--- src/rtl/wishbone_arbiter_2.sv ---
`default_nettype none
// ============================================================================
//  Module   : wishbone_arbiter_2
//  Purpose  : Two-master to one-slave Wishbone arbiter. A registered grant
//             FSM picks one master (round-robin or fixed priority), locks the
//             grant for as long as that master holds cyc, and routes the
//             granted master's request to the slave port. Slave responses go
//             back to the granted master only. Read data is broadcast to both
//             masters. An optional watchdog answers a strobe that the slave
//             never acknowledges with a one-cycle error.
//
//  Ports    : clk, rst               - clock, synchronous active-high reset
//             wbm0_* / wbm1_*        - Wishbone slave-side ports for master 0/1
//                                      (adr/dat/we/sel/stb/cyc in,
//                                       dat/ack/err/rty out)
//             wbs_*                  - Wishbone master-side port to the slave
//                                      (adr/dat/we/sel/stb/cyc out,
//                                       dat/ack/err/rty in)
//
//  Revision : 1.0 - initial release
// ============================================================================
module wishbone_arbiter_2 #(
   parameter int DATA_WIDTH      = 32,
   parameter int ADDR_WIDTH      = 32,
   parameter int SELECT_WIDTH    = DATA_WIDTH / 8,
   parameter int ARB_ROUND_ROBIN = 1,
   parameter int TIMEOUT         = 0
) (
   input  logic                    clk,
   input  logic                    rst,

   // master 0
   input  logic [ADDR_WIDTH-1:0]   wbm0_adr_i,
   input  logic [DATA_WIDTH-1:0]   wbm0_dat_i,
   output logic [DATA_WIDTH-1:0]   wbm0_dat_o,
   input  logic                    wbm0_we_i,
   input  logic [SELECT_WIDTH-1:0] wbm0_sel_i,
   input  logic                    wbm0_stb_i,
   output logic                    wbm0_ack_o,
   output logic                    wbm0_err_o,
   output logic                    wbm0_rty_o,
   input  logic                    wbm0_cyc_i,

   // master 1
   input  logic [ADDR_WIDTH-1:0]   wbm1_adr_i,
   input  logic [DATA_WIDTH-1:0]   wbm1_dat_i,
   output logic [DATA_WIDTH-1:0]   wbm1_dat_o,
   input  logic                    wbm1_we_i,
   input  logic [SELECT_WIDTH-1:0] wbm1_sel_i,
   input  logic                    wbm1_stb_i,
   output logic                    wbm1_ack_o,
   output logic                    wbm1_err_o,
   output logic                    wbm1_rty_o,
   input  logic                    wbm1_cyc_i,

   // shared slave
   output logic [ADDR_WIDTH-1:0]   wbs_adr_o,
   input  logic [DATA_WIDTH-1:0]   wbs_dat_i,
   output logic [DATA_WIDTH-1:0]   wbs_dat_o,
   output logic                    wbs_we_o,
   output logic [SELECT_WIDTH-1:0] wbs_sel_o,
   output logic                    wbs_stb_o,
   input  logic                    wbs_ack_i,
   input  logic                    wbs_err_i,
   input  logic                    wbs_rty_i,
   output logic                    wbs_cyc_o
);

   // -------------------------------------------------------------------------
   // Grant state
   // -------------------------------------------------------------------------
   typedef enum logic [1:0] {
      IDLE   = 2'd0,
      GRANT0 = 2'd1,
      GRANT1 = 2'd2
   } state_t;

   state_t state_q, state_d;
   logic   last_q,  last_d;     // master granted most recently

   logic   grant0;
   logic   grant1;
   logic   stb_req;             // granted strobe before the watchdog gate
   logic   timeout_hit;         // watchdog fires this cycle

   assign grant0 = (state_q == GRANT0);
   assign grant1 = (state_q == GRANT1);

   // -------------------------------------------------------------------------
   // Next-state / arbitration
   // -------------------------------------------------------------------------
   always_comb begin
      state_d = state_q;
      last_d  = last_q;
      unique case (state_q)
         IDLE: begin
            if (wbm0_cyc_i && wbm1_cyc_i) begin
               if (ARB_ROUND_ROBIN != 0) begin
                  // Tie goes to whichever master did not have the bus last.
                  state_d = last_q ? GRANT0 : GRANT1;
               end else begin
                  state_d = GRANT0;
               end
            end else if (wbm0_cyc_i) begin
               state_d = GRANT0;
            end else if (wbm1_cyc_i) begin
               state_d = GRANT1;
            end
         end
         GRANT0: begin
            // Grant is locked while cyc stays high. On release the waiting
            // master (if any) takes over; the releasing master's own cyc is
            // low this cycle, so it can only come back via IDLE.
            if (!wbm0_cyc_i) begin
               last_d  = 1'b0;
               state_d = wbm1_cyc_i ? GRANT1 : IDLE;
            end
         end
         GRANT1: begin
            if (!wbm1_cyc_i) begin
               last_d  = 1'b1;
               state_d = wbm0_cyc_i ? GRANT0 : IDLE;
            end
         end
         default: begin
            state_d = IDLE;
         end
      endcase
   end

   always_ff @(posedge clk) begin
      if (rst) begin
         state_q <= IDLE;
         last_q  <= 1'b1;       // master 0 wins the first tie after reset
      end else begin
         state_q <= state_d;
         last_q  <= last_d;
      end
   end

   // -------------------------------------------------------------------------
   // Request/response routing (combinational from the registered grant)
   // -------------------------------------------------------------------------
   always_comb begin
      wbs_adr_o  = '0;
      wbs_dat_o  = '0;
      wbs_we_o   = 1'b0;
      wbs_sel_o  = '0;
      wbs_cyc_o  = 1'b0;
      stb_req    = 1'b0;
      wbm0_ack_o = 1'b0;
      wbm0_rty_o = 1'b0;
      wbm1_ack_o = 1'b0;
      wbm1_rty_o = 1'b0;
      unique case (state_q)
         GRANT0: begin
            wbs_adr_o  = wbm0_adr_i;
            wbs_dat_o  = wbm0_dat_i;
            wbs_we_o   = wbm0_we_i;
            wbs_sel_o  = wbm0_sel_i;
            wbs_cyc_o  = wbm0_cyc_i;
            // stb qualified by cyc so a master dropping cyc with stb still
            // high cannot leave a dangling strobe on the slave.
            stb_req    = wbm0_cyc_i & wbm0_stb_i;
            wbm0_ack_o = wbs_ack_i;
            wbm0_rty_o = wbs_rty_i;
         end
         GRANT1: begin
            wbs_adr_o  = wbm1_adr_i;
            wbs_dat_o  = wbm1_dat_i;
            wbs_we_o   = wbm1_we_i;
            wbs_sel_o  = wbm1_sel_i;
            wbs_cyc_o  = wbm1_cyc_i;
            stb_req    = wbm1_cyc_i & wbm1_stb_i;
            wbm1_ack_o = wbs_ack_i;
            wbm1_rty_o = wbs_rty_i;
         end
         default: begin
         end
      endcase
   end

   // The watchdog error replaces the strobe for the cycle it fires.
   assign wbs_stb_o  = stb_req & ~timeout_hit;
   assign wbm0_err_o = grant0 & (wbs_err_i | timeout_hit);
   assign wbm1_err_o = grant1 & (wbs_err_i | timeout_hit);

   // Read data goes to both masters; only the granted one sees ack.
   assign wbm0_dat_o = wbs_dat_i;
   assign wbm1_dat_o = wbs_dat_i;

   // -------------------------------------------------------------------------
   // Watchdog
   // -------------------------------------------------------------------------
   generate
      if (TIMEOUT > 0) begin : g_wd
         localparam int              WD_W     = $clog2(TIMEOUT + 1);
         localparam logic [WD_W-1:0] WD_LIMIT = WD_W'(TIMEOUT);

         logic [WD_W-1:0] wd_cnt_q, wd_cnt_d;
         logic            slv_resp;
         logic            hit;

         assign slv_resp = wbs_ack_i | wbs_err_i | wbs_rty_i;
         // A real response in the limit cycle wins over the forced error.
         assign hit      = stb_req & ~slv_resp & (wd_cnt_q == WD_LIMIT);

         always_comb begin
            wd_cnt_d = wd_cnt_q + WD_W'(1);
            if (!stb_req || slv_resp || hit || (state_d != state_q)) begin
               wd_cnt_d = '0;
            end
         end

         always_ff @(posedge clk) begin
            if (rst) begin
               wd_cnt_q <= '0;
            end else begin
               wd_cnt_q <= wd_cnt_d;
            end
         end

         assign timeout_hit = hit;
      end else begin : g_no_wd
         assign timeout_hit = 1'b0;
      end
   endgenerate

endmodule
`default_nettype wire

--- config.mk ---
export PLATFORM = sky130hd
export DESIGN_NAME = wishbone_arbiter_2
export DESIGN_NICKNAME = d
export VERILOG_FILES = /design/src/rtl/wishbone_arbiter_2.sv
export SDC_FILE = /design/constraint.sdc
export NUM_CORES = 1
export LEC_CHECK = 0
export CAP_MARGIN = 40
export CORE_AREA = 2 2 124 126
export DETAILED_ROUTE_END_ITERATION = 7
export DIE_AREA = 0 0 126 128
export PLACE_DENSITY = 0.58
export SLEW_MARGIN = 0
export SYNTH_ARGS = -nofsm -noshare
export SYNTH_HDL_FRONTEND = slang
export SYNTH_SLANG_ARGS = --single-unit
--- constraint.sdc ---
create_clock -name clk -period 2.29 [get_ports clk]
set_clock_uncertainty 0.1 [all_clocks]
set_input_delay 0.458 -clock clk [delete_from_list [all_inputs] [get_ports clk]]
set_output_delay 0.458 -clock clk [all_outputs]
set_load 0.05 [all_outputs]
==> results <==
[cells in the final DEF (no fill, tap or decap)]
| cell | n |
|---|---|
| a211o_1 | 1 |
| a21boi_1 | 1 |
| a21boi_2 | 1 |
| a21boi_4 | 1 |
| a21oi_1 | 3 |
| a22oi_1 | 67 |
| a22oi_2 | 2 |
| and2_1 | 6 |
| and2b_1 | 1 |
| buf_12 | 83 |
| clkbuf_1 | 1 |
| clkbuf_16 | 5 |
| clkdlybuf4s50_1 | 146 |
| dfxtp_1 | 2 |
| dfxtp_2 | 1 |
| ha_1 | 2 |
| ha_2 | 1 |
| ha_4 | 2 |
| inv_1 | 3 |
| inv_2 | 1 |
| nand2_1 | 5 |
| nand2b_1 | 1 |
| nand3_1 | 2 |
| nor2_1 | 1 |
| nor2b_2 | 68 |
| nor2b_4 | 1 |
| nor4b_2 | 1 |
| o21ai_1 | 2 |
| o22ai_1 | 1 |
| o311ai_1 | 1 |
[worst max-delay path, delay by kind of cell, from the launching register on]
| family | cells | cell delay (ns) |
|---|---|---|
| AO/OA/AOI/OAI | 1 | 0.28 |
| adder cells (fa/ha/maj) | 1 | 0.22 |
| buffers and inverters | 3 | 0.43 |
| flip-flops | 1 | 0.38 |
| AND/OR/NAND/NOR | 1 | 0.10 |
[metal layers]
layer | global-route usage (%) | share of wire [%]
met5 | 0 | 0
met4 | 3.685 | 3.0
met3 | 3.047 | 9.3
met2 | 17.90 | 52
met1 | 10.47 | 36
[how the worst min path moves through the flow]
stage | startpoint | end | slack [ns] | cells past startpoint
2_1_floorplan | last_q | last_q | 0.35 | 2
3_3_place_gp | last_q | last_q | 0.37 | 2
3_5_place_dp | last_q | last_q | 0.38 | 2
4_1_cts | last_q | last_q | 0.39 | 2
5_1_grt | last_q | last_q | 0.44 | 2
6_report | last_q | last_q | 0.39 | 2
[power breakdown]
| group | internal (W) | leakage [nW] | switching [W] |
|---|---|---|---|
| sequential | 0.0000644 | 0.0251 | 0.0000137 |
| clock | 0.000230 | 0.0382 | 0.0000506 |
| combinational | 0.00135 | 1.60 | 0.00124 |
[kinds of logic after synthesis]
family                     after synthesis  synth area share, %
AOI/OAI and AO/OA                       80                31.63
adders and majority gates                5                3.358
DFF                                      3                3.224
buffers and inverters                   92                33.31
and+or+nand+nor                         86                28.48
[through the flow]
step | hold slack, ns | power, W | utilization (%) | std cells | TNS, ns
2_1_floorplan | 0.3543 | 0.001707 | - | 266 | 0
3_3_place_gp | 0.3668 | 0.002554 | 32.31 | 595 | 0
3_5_place_dp | 0.3787 | 0.002581 | 32.31 | 595 | 0
4_1_cts | 0.3885 | 0.002873 | 32.85 | 599 | 0
5_1_grt | 0.4371 | 0.003106 | 33.48 | 601 | -0.04818
6_report | 0.3881 | 0.002947 | 33.48 | 601 | 0
[state kept, by name, summed over array words and instances, names as in the netlist]
| signal | cells |
|---|---|
| state_q | 2 |
| last_q | 1 |
[area by class of cell]
type                       count  share of cell area, %
clock buffer                   4                  1.584
inverter                       4                 0.3017
multi-input combinational    171                  28.39
sequential                     3                  1.232
tap                          188                  4.727
timing repair buffer         231                  63.77
==> results.toml <==
[power_and_ir_drop]
power_density_nw_per_um2 = 592.2
p_leak_nw = 1.660
ir_drop_mv = 0.3114

[global_route]
grt_use_total_pct = 9.752
overflow = 0
grt_pass1_vias = 2508
grt_pass1_wl_mm = 13.08
grt_max_degree = 41
antenna_found_initial = 0

[place]
dpl_cell_area_sq_um = 4803
place_ws_ns = 0.1820
hpwlAfterDp_mm = 7.239
gp_congestion = 0.8151
port_buffers = 223

[critical_path]
worst_setup_path_end_kind = "primary output"
r2r_cells = 7
rrSetupSlack_ns = 0.50
path_cells = "inv_1 -> ha_2 -> buf_12 -> a22oi_1 -> nor2b_2 -> buf_12"
crit_fanout = 38
worstSetupPathType = "register to primary output"
r2r_end = "state_q[1]"
endpoint = "wbs_adr_o[16]"
timing.critical_path.mode_cell = "buf_12"
reg2reg_from = "state_q[1]"
crit_start = "state_q[1]"
worstPathArrival_ns = 1.66
cp_slowest_stage_delay_ns = 0.38
cp.required_ns = 1.73
cpMaxStageDelayCell = "dfxtp_2"
cp-start-kind = "register"

[clock_tree]
cts_hold_buffers = 0
clk_path_buf_depth = 2
clock-root-buffer = "clkbuf_16"
post_cts_buffers = 0
clock_sinks = 3
cts_resized = 0
clk_pin_slew_ns = 0.03
cts_tree = "built"
clkLatencyLatePin_ns = 0.23
htree_levels = 1
numCtsBuffers = 3

[sta]
maxSlewViolCount = 0
timing.final.ws_setup_ns = 0.06913
max_freq_mhz = 450.3
finalSetupViolCount = 0
period_needed_ns = 2.221
grt_setup_unrepaired = "true"
max_slew_margin_pct = 72.73
finalCritPeriodShare_pct = 96.98
tightest_slew_ns = 0.4027
hold_violations = 0

[logic_synthesis]
synth-seq-cells = 3
ys_warn_count = 0
syn-num-nets = 450
avgSynthCellArea_sq_um = 7.004
synth.yosys.seq_area_share_pct = 3.224
synth-main-ff-cell = "dfxtp_1"
async_reset_ff_share_pct = 0
netlist_top_cells_count = "a22oi_1 (69), nor2b_1 (69), buf_4 (65), buf_2 (13), clkbuf_1 (8)"
syn_area_sq_um = 1863
synth_area_leaders = "a22oi_1 (28%), buf_4 (26%), nor2b_1 (23%), buf_2 (3.5%), ha_1 (3.4%)"
synth_edf_count = 0
synth_area_leader_cell = "a22oi_1"
synth_cell_types = 23
synth_cells = 266
synth_top_area_share_pct = 27.80

[die]
rows = 45
die_area_sq_um = 16130
io_pins = 320
die_y_um = 128
initial_utilization_pct = 12.53
die_w_um = 126
core_area_sq_um = 14860

[final_layout]
num-fill-cells = 1503
fin_area_sq_um = 4976
fin_nets = 598
syn2layout_area_growth_pct = 167.1
diodes = 0
drive_gt1_share_pct = 40.44
seq_area_sq_um = 61.31
multi_input_area_sq_um = 1413

[drt]
totalWireLength_mm = 9.015
route.vias.total = 2449
first_pass_iters = 4
postRouteAntennaNets = 0
drc_errors = 0
viasPerCell = 4.075
wl_per_cell_um = 15.00
drt_iter0_drc = 87

[outcome]
outcome = "complete, no violations"

[worst_hold_path]
min_path_type = "register to register"

[run]
drv_cap = 0
(Power assumes the default switching activity.)
